==> config.mk <==
export PLATFORM = sky130hd
export DESIGN_NAME = mem_controller_ws
export DESIGN_NICKNAME = d
export VERILOG_FILES = /design/src/rtl/mem_ctrl_pkg.sv /design/src/rtl/mem_wait_counter.sv /design/src/rtl/mem_controller_ws.sv
export SDC_FILE = /design/constraint.sdc
export NUM_CORES = 1
export LEC_CHECK = 0
export CORE_MARGIN = 4
export CORE_UTILIZATION = 51
export DETAILED_ROUTE_END_ITERATION = 12
export PLACE_DENSITY_LB_ADDON = 0.08
export SLEW_MARGIN = 0
export SYNTH_ARGS = -nofsm -noshare
export SYNTH_HDL_FRONTEND = slang
export SYNTH_SLANG_ARGS = --single-unit
==> constraint.sdc <==
create_clock -name clock -period 3.9 [get_ports clock]
set_input_delay 0.78 -clock clock [delete_from_list [all_inputs] [get_ports clock]]
set_output_delay 0.78 -clock clock [all_outputs]
set_load 0.005 [all_outputs]
==> src/rtl/mem_ctrl_pkg.sv <==
// Shared definitions for the wait-state memory controller.
//   - mem_ctrl bit positions (LOAD_ADDR, WRITE, READ, FETCH)
//   - controller FSM state and access-kind enums
//   - count_width(): wait counter width for a given maximum count
package mem_ctrl_pkg;

  localparam int unsigned LOAD_ADDR = 0;
  localparam int unsigned WRITE     = 1;
  localparam int unsigned READ      = 2;
  localparam int unsigned FETCH     = 3;

  typedef enum logic [1:0] {
    IDLE,
    ACCESS,
    DONE
  } state_t;

  typedef enum logic [1:0] {
    NONE,
    RD,
    WR,
    FE
  } access_kind_t;

  // A zero-wait build still needs a 1-bit counter to stay legal.
  function automatic int unsigned count_width(input int unsigned max_val);
    return (max_val > 0) ? $clog2(max_val + 1) : 1;
  endfunction

endpackage

==> src/rtl/mem_wait_counter.sv <==
// Loadable down-counter used to stretch a memory access by wait states.
// Ports:
//   clock      in   falling-edge clock
//   reset      in   synchronous active-high reset
//   load       in   load load_value (has priority over dec)
//   load_value in   WIDTH-bit start value
//   dec        in   decrement by one, saturating at zero
//   done       out  count is zero
module mem_wait_counter #(
  parameter int unsigned WIDTH = 1
) (
  input  logic             clock,
  input  logic             reset,
  input  logic             load,
  input  logic [WIDTH-1:0] load_value,
  input  logic             dec,
  output logic             done
);

  logic [WIDTH-1:0] count;

  always_ff @(negedge clock) begin
    if (reset) begin
      count <= '0;
    end else if (load) begin
      count <= load_value;
    end else if (dec && (count != '0)) begin
      count <= count - WIDTH'(1);
    end
  end

  assign done = (count == '0);

endmodule

==> src/rtl/mem_controller_ws.sv <==
// Bridges the shared CPU data bus to a synchronous memory port with a
// configurable number of wait states per access. Performs data reads,
// data writes and instruction fetches; traps out-of-range addresses.
// All registers update on the falling edge of clock.
// Optional build macro: ADDR_AUTOINC_EN -- after each completed in-range
// fetch, addr advances by 1 (or 2 when the fetched word has bit[1] set).
// Ports:
//   clock, reset         falling-edge clock, synchronous active-high reset
//   bus_in               shared bus value (address or write data)
//   bus_out, bus_oe      read data and its drive enable (DONE of a read)
//   mem_ctrl             [0] load_addr, [1] write, [2] read, [3] fetch
//   mem_addr, mem_wdata  memory address / write data
//   mem_rdata            memory read data, valid on the final wait cycle
//   mem_we, mem_re       memory write / read strobes
//   busy                 access in progress
//   instruction          last fetched word; double_increment = bit[1]
//   fault                sticky out-of-range flag
//   cmd_dropped          pulse when a command arrives during ACCESS
module mem_controller_ws
  import mem_ctrl_pkg::*;
#(
  parameter int unsigned DATA_W      = 16,
  parameter int unsigned ADDR_W      = 15,
  parameter int unsigned MEM_DEPTH   = 32768,
  parameter int unsigned WAIT_STATES = 0
) (
  input  logic              clock,
  input  logic              reset,
  input  logic [DATA_W-1:0] bus_in,
  output logic [DATA_W-1:0] bus_out,
  output logic              bus_oe,
  input  logic [3:0]        mem_ctrl,
  output logic [ADDR_W-1:0] mem_addr,
  output logic [DATA_W-1:0] mem_wdata,
  input  logic [DATA_W-1:0] mem_rdata,
  output logic              mem_we,
  output logic              mem_re,
  output logic              busy,
  output logic [DATA_W-1:0] instruction,
  output logic              double_increment,
  output logic              fault,
  output logic              cmd_dropped
);

  localparam int unsigned CW = count_width(WAIT_STATES);

  state_t       state, state_next;
  access_kind_t kind, req;
  logic [ADDR_W-1:0] addr;
  logic [ADDR_W-1:0] acc_addr;
  logic [DATA_W-1:0] rd_data;
  logic              out_of_range;
  logic              cnt_load, cnt_dec, cnt_done;
`ifdef ADDR_AUTOINC_EN
  logic              inc_pending;
`endif

  mem_wait_counter #(
    .WIDTH (CW)
  ) u_wait (
    .clock      (clock),
    .reset      (reset),
    .load       (cnt_load),
    .load_value (CW'(WAIT_STATES)),
    .dec        (cnt_dec),
    .done       (cnt_done)
  );

  // Highest-priority requested access; the rest are discarded.
  always_comb begin
    req = NONE;
    if (mem_ctrl[FETCH])      req = FE;
    else if (mem_ctrl[READ])  req = RD;
    else if (mem_ctrl[WRITE]) req = WR;
  end

  // Range check uses the address held before any same-edge load.
  assign out_of_range = (64'(addr) >= 64'(MEM_DEPTH));

  always_ff @(negedge clock) begin
    if (reset) state <= IDLE;
    else       state <= state_next;
  end

  // DONE accepts commands exactly like IDLE.
  always_comb begin
    state_next = state;
    cnt_load   = 1'b0;
    cnt_dec    = 1'b0;
    case (state)
      IDLE, DONE: begin
        state_next = IDLE;
        if (req != NONE) begin
          state_next = out_of_range ? DONE : ACCESS;
          cnt_load   = 1'b1;
        end
      end
      ACCESS: begin
        cnt_dec = 1'b1;
        if (cnt_done) state_next = DONE;
      end
      default: state_next = IDLE;
    endcase
  end

  always_ff @(negedge clock) begin
    if (reset) begin
      addr        <= '0;
      acc_addr    <= '0;
      kind        <= NONE;
      mem_wdata   <= '0;
      rd_data     <= '0;
      instruction <= '0;
      fault       <= 1'b0;
      cmd_dropped <= 1'b0;
`ifdef ADDR_AUTOINC_EN
      inc_pending <= 1'b0;
`endif
    end else begin
      cmd_dropped <= (state == ACCESS) && (mem_ctrl != 4'b0000);
`ifdef ADDR_AUTOINC_EN
      inc_pending <= 1'b0;
`endif
      if (state != ACCESS) begin
        if (mem_ctrl[LOAD_ADDR]) addr <= bus_in[ADDR_W-1:0];
`ifdef ADDR_AUTOINC_EN
        // Increment is applied on the edge leaving DONE so a load there wins.
        else if (inc_pending)
          addr <= addr + (instruction[1] ? ADDR_W'(2) : ADDR_W'(1));
`endif
        if (req != NONE) begin
          kind     <= req;
          acc_addr <= addr;
          if (req == WR) mem_wdata <= bus_in;
          if (out_of_range) begin
            fault <= 1'b1;
            if (req == RD) rd_data <= '0;
            if (req == FE) instruction <= '0;
          end
        end
      end else if (cnt_done) begin
        case (kind)
          FE: begin
            instruction <= mem_rdata;
`ifdef ADDR_AUTOINC_EN
            inc_pending <= 1'b1;
`endif
          end
          RD:      rd_data <= mem_rdata;
          default: ;
        endcase
      end
    end
  end

  assign busy             = (state != IDLE);
  assign mem_we           = (state == ACCESS) && (kind == WR);
  assign mem_re           = (state == ACCESS) && ((kind == RD) || (kind == FE));
  assign bus_oe           = (state == DONE) && (kind == RD);
  assign bus_out          = bus_oe ? rd_data : '0;
  assign mem_addr         = acc_addr;
  assign double_increment = instruction[1];

endmodule

# == After elaboration in Yosys (flattened, before gate mapping) ==
# Index checks and enable logic that the tools add are counted.
# word_totals
regBits,84
input_bits,38
output_inout_bits,70
elab_cells,47
# op_classes
addsub,1
n_eq_ne,8
n_mux,10
n_bitwise,2
n_reduce_logical,17
# op_table
cell,n
16-bit two-way mux,1
3-bit AND reduction,3
2-bit == test (second input constant),4
2-bit two-way mux,4
1-bit logical AND,5
2-bit by 1-bit == test with 1-bit output (second input constant),2
1-bit two-way mux,4
2-bit case mux with 2 select lines,1
2-bit AND reduction,2
2-bit nonzero test,2
4-bit nonzero test,1
2-bit OR reduction,2
2-bit zero test,1
2-bit by 1-bit != test with 1-bit output (second input constant),1
2-bit != test (second input constant),1
1-bit inverter,2
1-bit logical OR,1
1-bit subtractor (second input constant),1

# == Depth between registers and ports, before layout ==
# logic_depth
ltp_word,7
ltp_mapped,6
depth_no_buf,3

# == Modules after synthesis ==
# Synthesis repeated with hierarchy kept, for this count alone.
# unflattened
cells_unflattened,381
area_unflattened_um2,3435.8
# by_module_without_submodules
module,n_inst,cells_each,area_per_inst_um2,seq_area_each_um2
mem_controller_ws,1,376,3384.5,1661.6
mem_wait_counter,1,5,51.3,20.0

==> metrics <==
most frequent cells in the layout=inv_1, nand2b_1, dfxtp_1, mux2i_1, dlygate4sd2_1; Place WS=-310 ps; # fillers=513; row cnt=30; Hold Crit Class=reg2reg; grt total ovfl=0; Die Y=between 90 and 100 um; worst setup path class=reg2out; syn_area_per_cell=9.62 um2; DR pass1 iterations=4; Syn-to-layout area delta=47.6%; vias in the first global route=3,457; Die Width=roughly 93 um; Critical Path RT=between 3000 and 4000 ps; Placer Congestion=between 0.7 and 0.8; Post-Syn Instances=382; WL final=between 9000 and 10,000 um; CP peak stage delay=360 ps; CTS tree=built; GRT Resource Usage Total=a little over a fifth; status=finished with violations; worst skew pair latency=between 400 and 500 ps; Worst slew margin=38.9%; HPWL Detailed=5690 um; Finish-stage setup viols=20; CP startpoint kind=register; largest net degree at the start of global routing=between 70 and 80; Power Dens Cells=around 400 mW/mm2; Peak VDD IR=roughly 0.23 mV; average wire per standard cell=around 14 um; portion of total power attributed to the clock network=a little under half; # port buffers=roughly 110; Worst Reg-to-Reg Cells=6; Nets=606; Max Cap Violations=0; Core Util, Final=about four fifths; clk buf depth=2; Mapped Area=between 0.003 and 0.004 mm2; fin cells=669; fin area=around 0.0054 mm2; post-route ant nets=0; reg2reg setup slack=1910 ps; Clock Skews=~21 ps; worst-path cell with the longest stage delay=and4bb_4; P_sw=roughly 0.7 mW; FF+latch count, synth=84; r2r startpoint=state[0]$_SDFFE_NP0N_; Leak=2.65 nW; fraction of layout cells with a size suffix above 1=15.2%; H-tree depth=3; Final Hold Fails=0; hold-fix buffer count after cts=0; routed vias=3,323; library cells used by synthesis=31; Sw Share=32.9%; synth top area cells=dfxtp_1, nand2b_1, mux2i_1, a21oi_1, nand3b_1; failing checks=setup timing; Initial Utilization=roughly 53%; first-pass GRT wire length=around 15,000 um; Syn Nets=420; hold depth=2; top cell type's share of synthesized area=45.7%; yosys warns=0; CP delay by family, top=simple AND/OR/NAND/NOR gates; Slew Limit Fails=0; area of the core=~0.0069 mm2; CP max FO=8; clk root buf=clkbuf_8; Cell Chain, Critical Path=and4bb_4 > buf_12 > buf_16 > and2_4 > buf_6; Hold Path Origin=addr[5]$_SDFFE_NP0P_; DRC=0; Post-Place Cells=roughly 560; combinational share of power=between 10% and 20%; initial antenna violation count=0; CTS Buf Count=9; initial drt markers=about 200; # diodes=0; CTS sink count=84; most common cell after layout, fill and taps aside=inv_1; clock transition at the registers of the reported paths=30 ps; Seq pwr share=between 40% and 50%; drt via density=slightly below 5; worst setup margin=-338 ps; sequential element share of the synthesized area=between 40% and 50%; crit path from=state[0]$_SDFFE_NP0N_; unrepaired setup endpoints after global routing=true; Yosys top cell by area=dfxtp_1; multi-input logic area=between 0.0015 and 0.002 mm2; CP Capture Type=output port; Worst Path Buf+Inv=3; internal power=approximately 1.5 mW; Slew @ Worst Pin=approximately 900 ps; register area=roughly 0.0017 mm2; die area=0.00863 mm2; critical path arrival=between 3000 and 4000 ps; Ports=about 110; Crit path depth=5; Placed Instance Area=0.00482 mm2
==> cells in the mapped netlist (all sizes together) <==
| cell | instances |
|---|---|
| a2bb2oi | 1 |
| nor2b | 2 |
| nor2 | 1 |
| nand2b | 82 |
| or2 | 3 |
| nand3 | 16 |
| o21ai | 30 |
| nand3b | 15 |
| and2 | 17 |
| clkbuf | 17 |
| a21oi | 32 |
| and4bb | 1 |
| mux2i | 49 |
| inv | 2 |
| nor3b | 4 |
| and3 | 1 |
| conb | 1 |
| dfxtp | 84 |
| a211oi | 1 |
| or3 | 1 |
| nor3 | 5 |
| buf | 17 |
==> cell families after synthesis <==
group,count (synthesis),share of synthesized area (%)
buffers and inverters,36,5.65
other,1,0.102
AOI/OAI and AO/OA,64,8.88
DFF,84,45.7
and+or+nand+nor,148,26.3
muxes,49,13.3
==> worst min-delay path, delay by kind of cell (launching register included) <==
family          cells  cell delay, ps
simple gates        1              70
flops               1             300
compound gates      1              50
==> registers in the layout, summed over array words and instances (netlist names) <==
name and count:
u_wait.count 1, mem_addr 15, kind 2, addr 15, cmd_dropped 1, instruction 16, rd_data 16, mem_wdata 16
state 2
==> metal layers <==
layer | GRT usage [%] | wire [um] | vias up
li1 | - | - | 1667
met1 | 22.6 | 3820 | 1552
met2 | 37.0 | 4740 | 88
met3 | 9.26 | 484 | 16
met4 | 11.4 | 199 | 0
met5 | 0 | 0 | -
==> per-stage QoR <==
stage	power [mW]	TNS, ps	hold WS (ps)
2_1_floorplan	1.18	0	444
3_3_place_gp	1.29	-10300	456
3_5_place_dp	1.29	-11200	463
4_1_cts	2.20	-5680	469
5_1_grt	2.35	-6160	488
6_report	2.17	-5050	467
==> path summary, 6_finish.rpt <==
check	end
max	bus_out[13]
min	mem_addr[5]$_SDFFE_NP0P_
max reg2reg	rd_data[4]$_SDFFE_NP0P_
min reg2reg	mem_addr[5]$_SDFFE_NP0P_
==> final cells by class <==
| type | count | share of cell area (%) |
|---|---|---|
| clock buffers | 9 | 2.28 |
| clock inverters | 91 | 7.56 |
| inverters | 1 | 0.0692 |
| multi-input cells | 262 | 34.2 |
| flip-flops and latches | 84 | 31.1 |
| well taps | 96 | 2.21 |
| repair buffers | 126 | 22.6 |
==> power by group through the flow <==
stage	Sequential [mW]	Combinational, mW	Clock, mW
after floorplan	0.925	0.126	0.132
after global placement	0.925	0.228	0.132
after detailed placement	0.926	0.231	0.132
after CTS	0.913	0.232	1.05
after global routing	0.915	0.254	1.18
final	0.914	0.235	1.02
==> repair_timing <==
action,4_1_cts,5_1_grt
endpoints found under the setup margin,69,20
setup buffers,4,2
gates cloned,1,0
pin swaps,6,8
gates resized for setup,161,11
No activity file was read; power rests on OpenSTA's default activity.
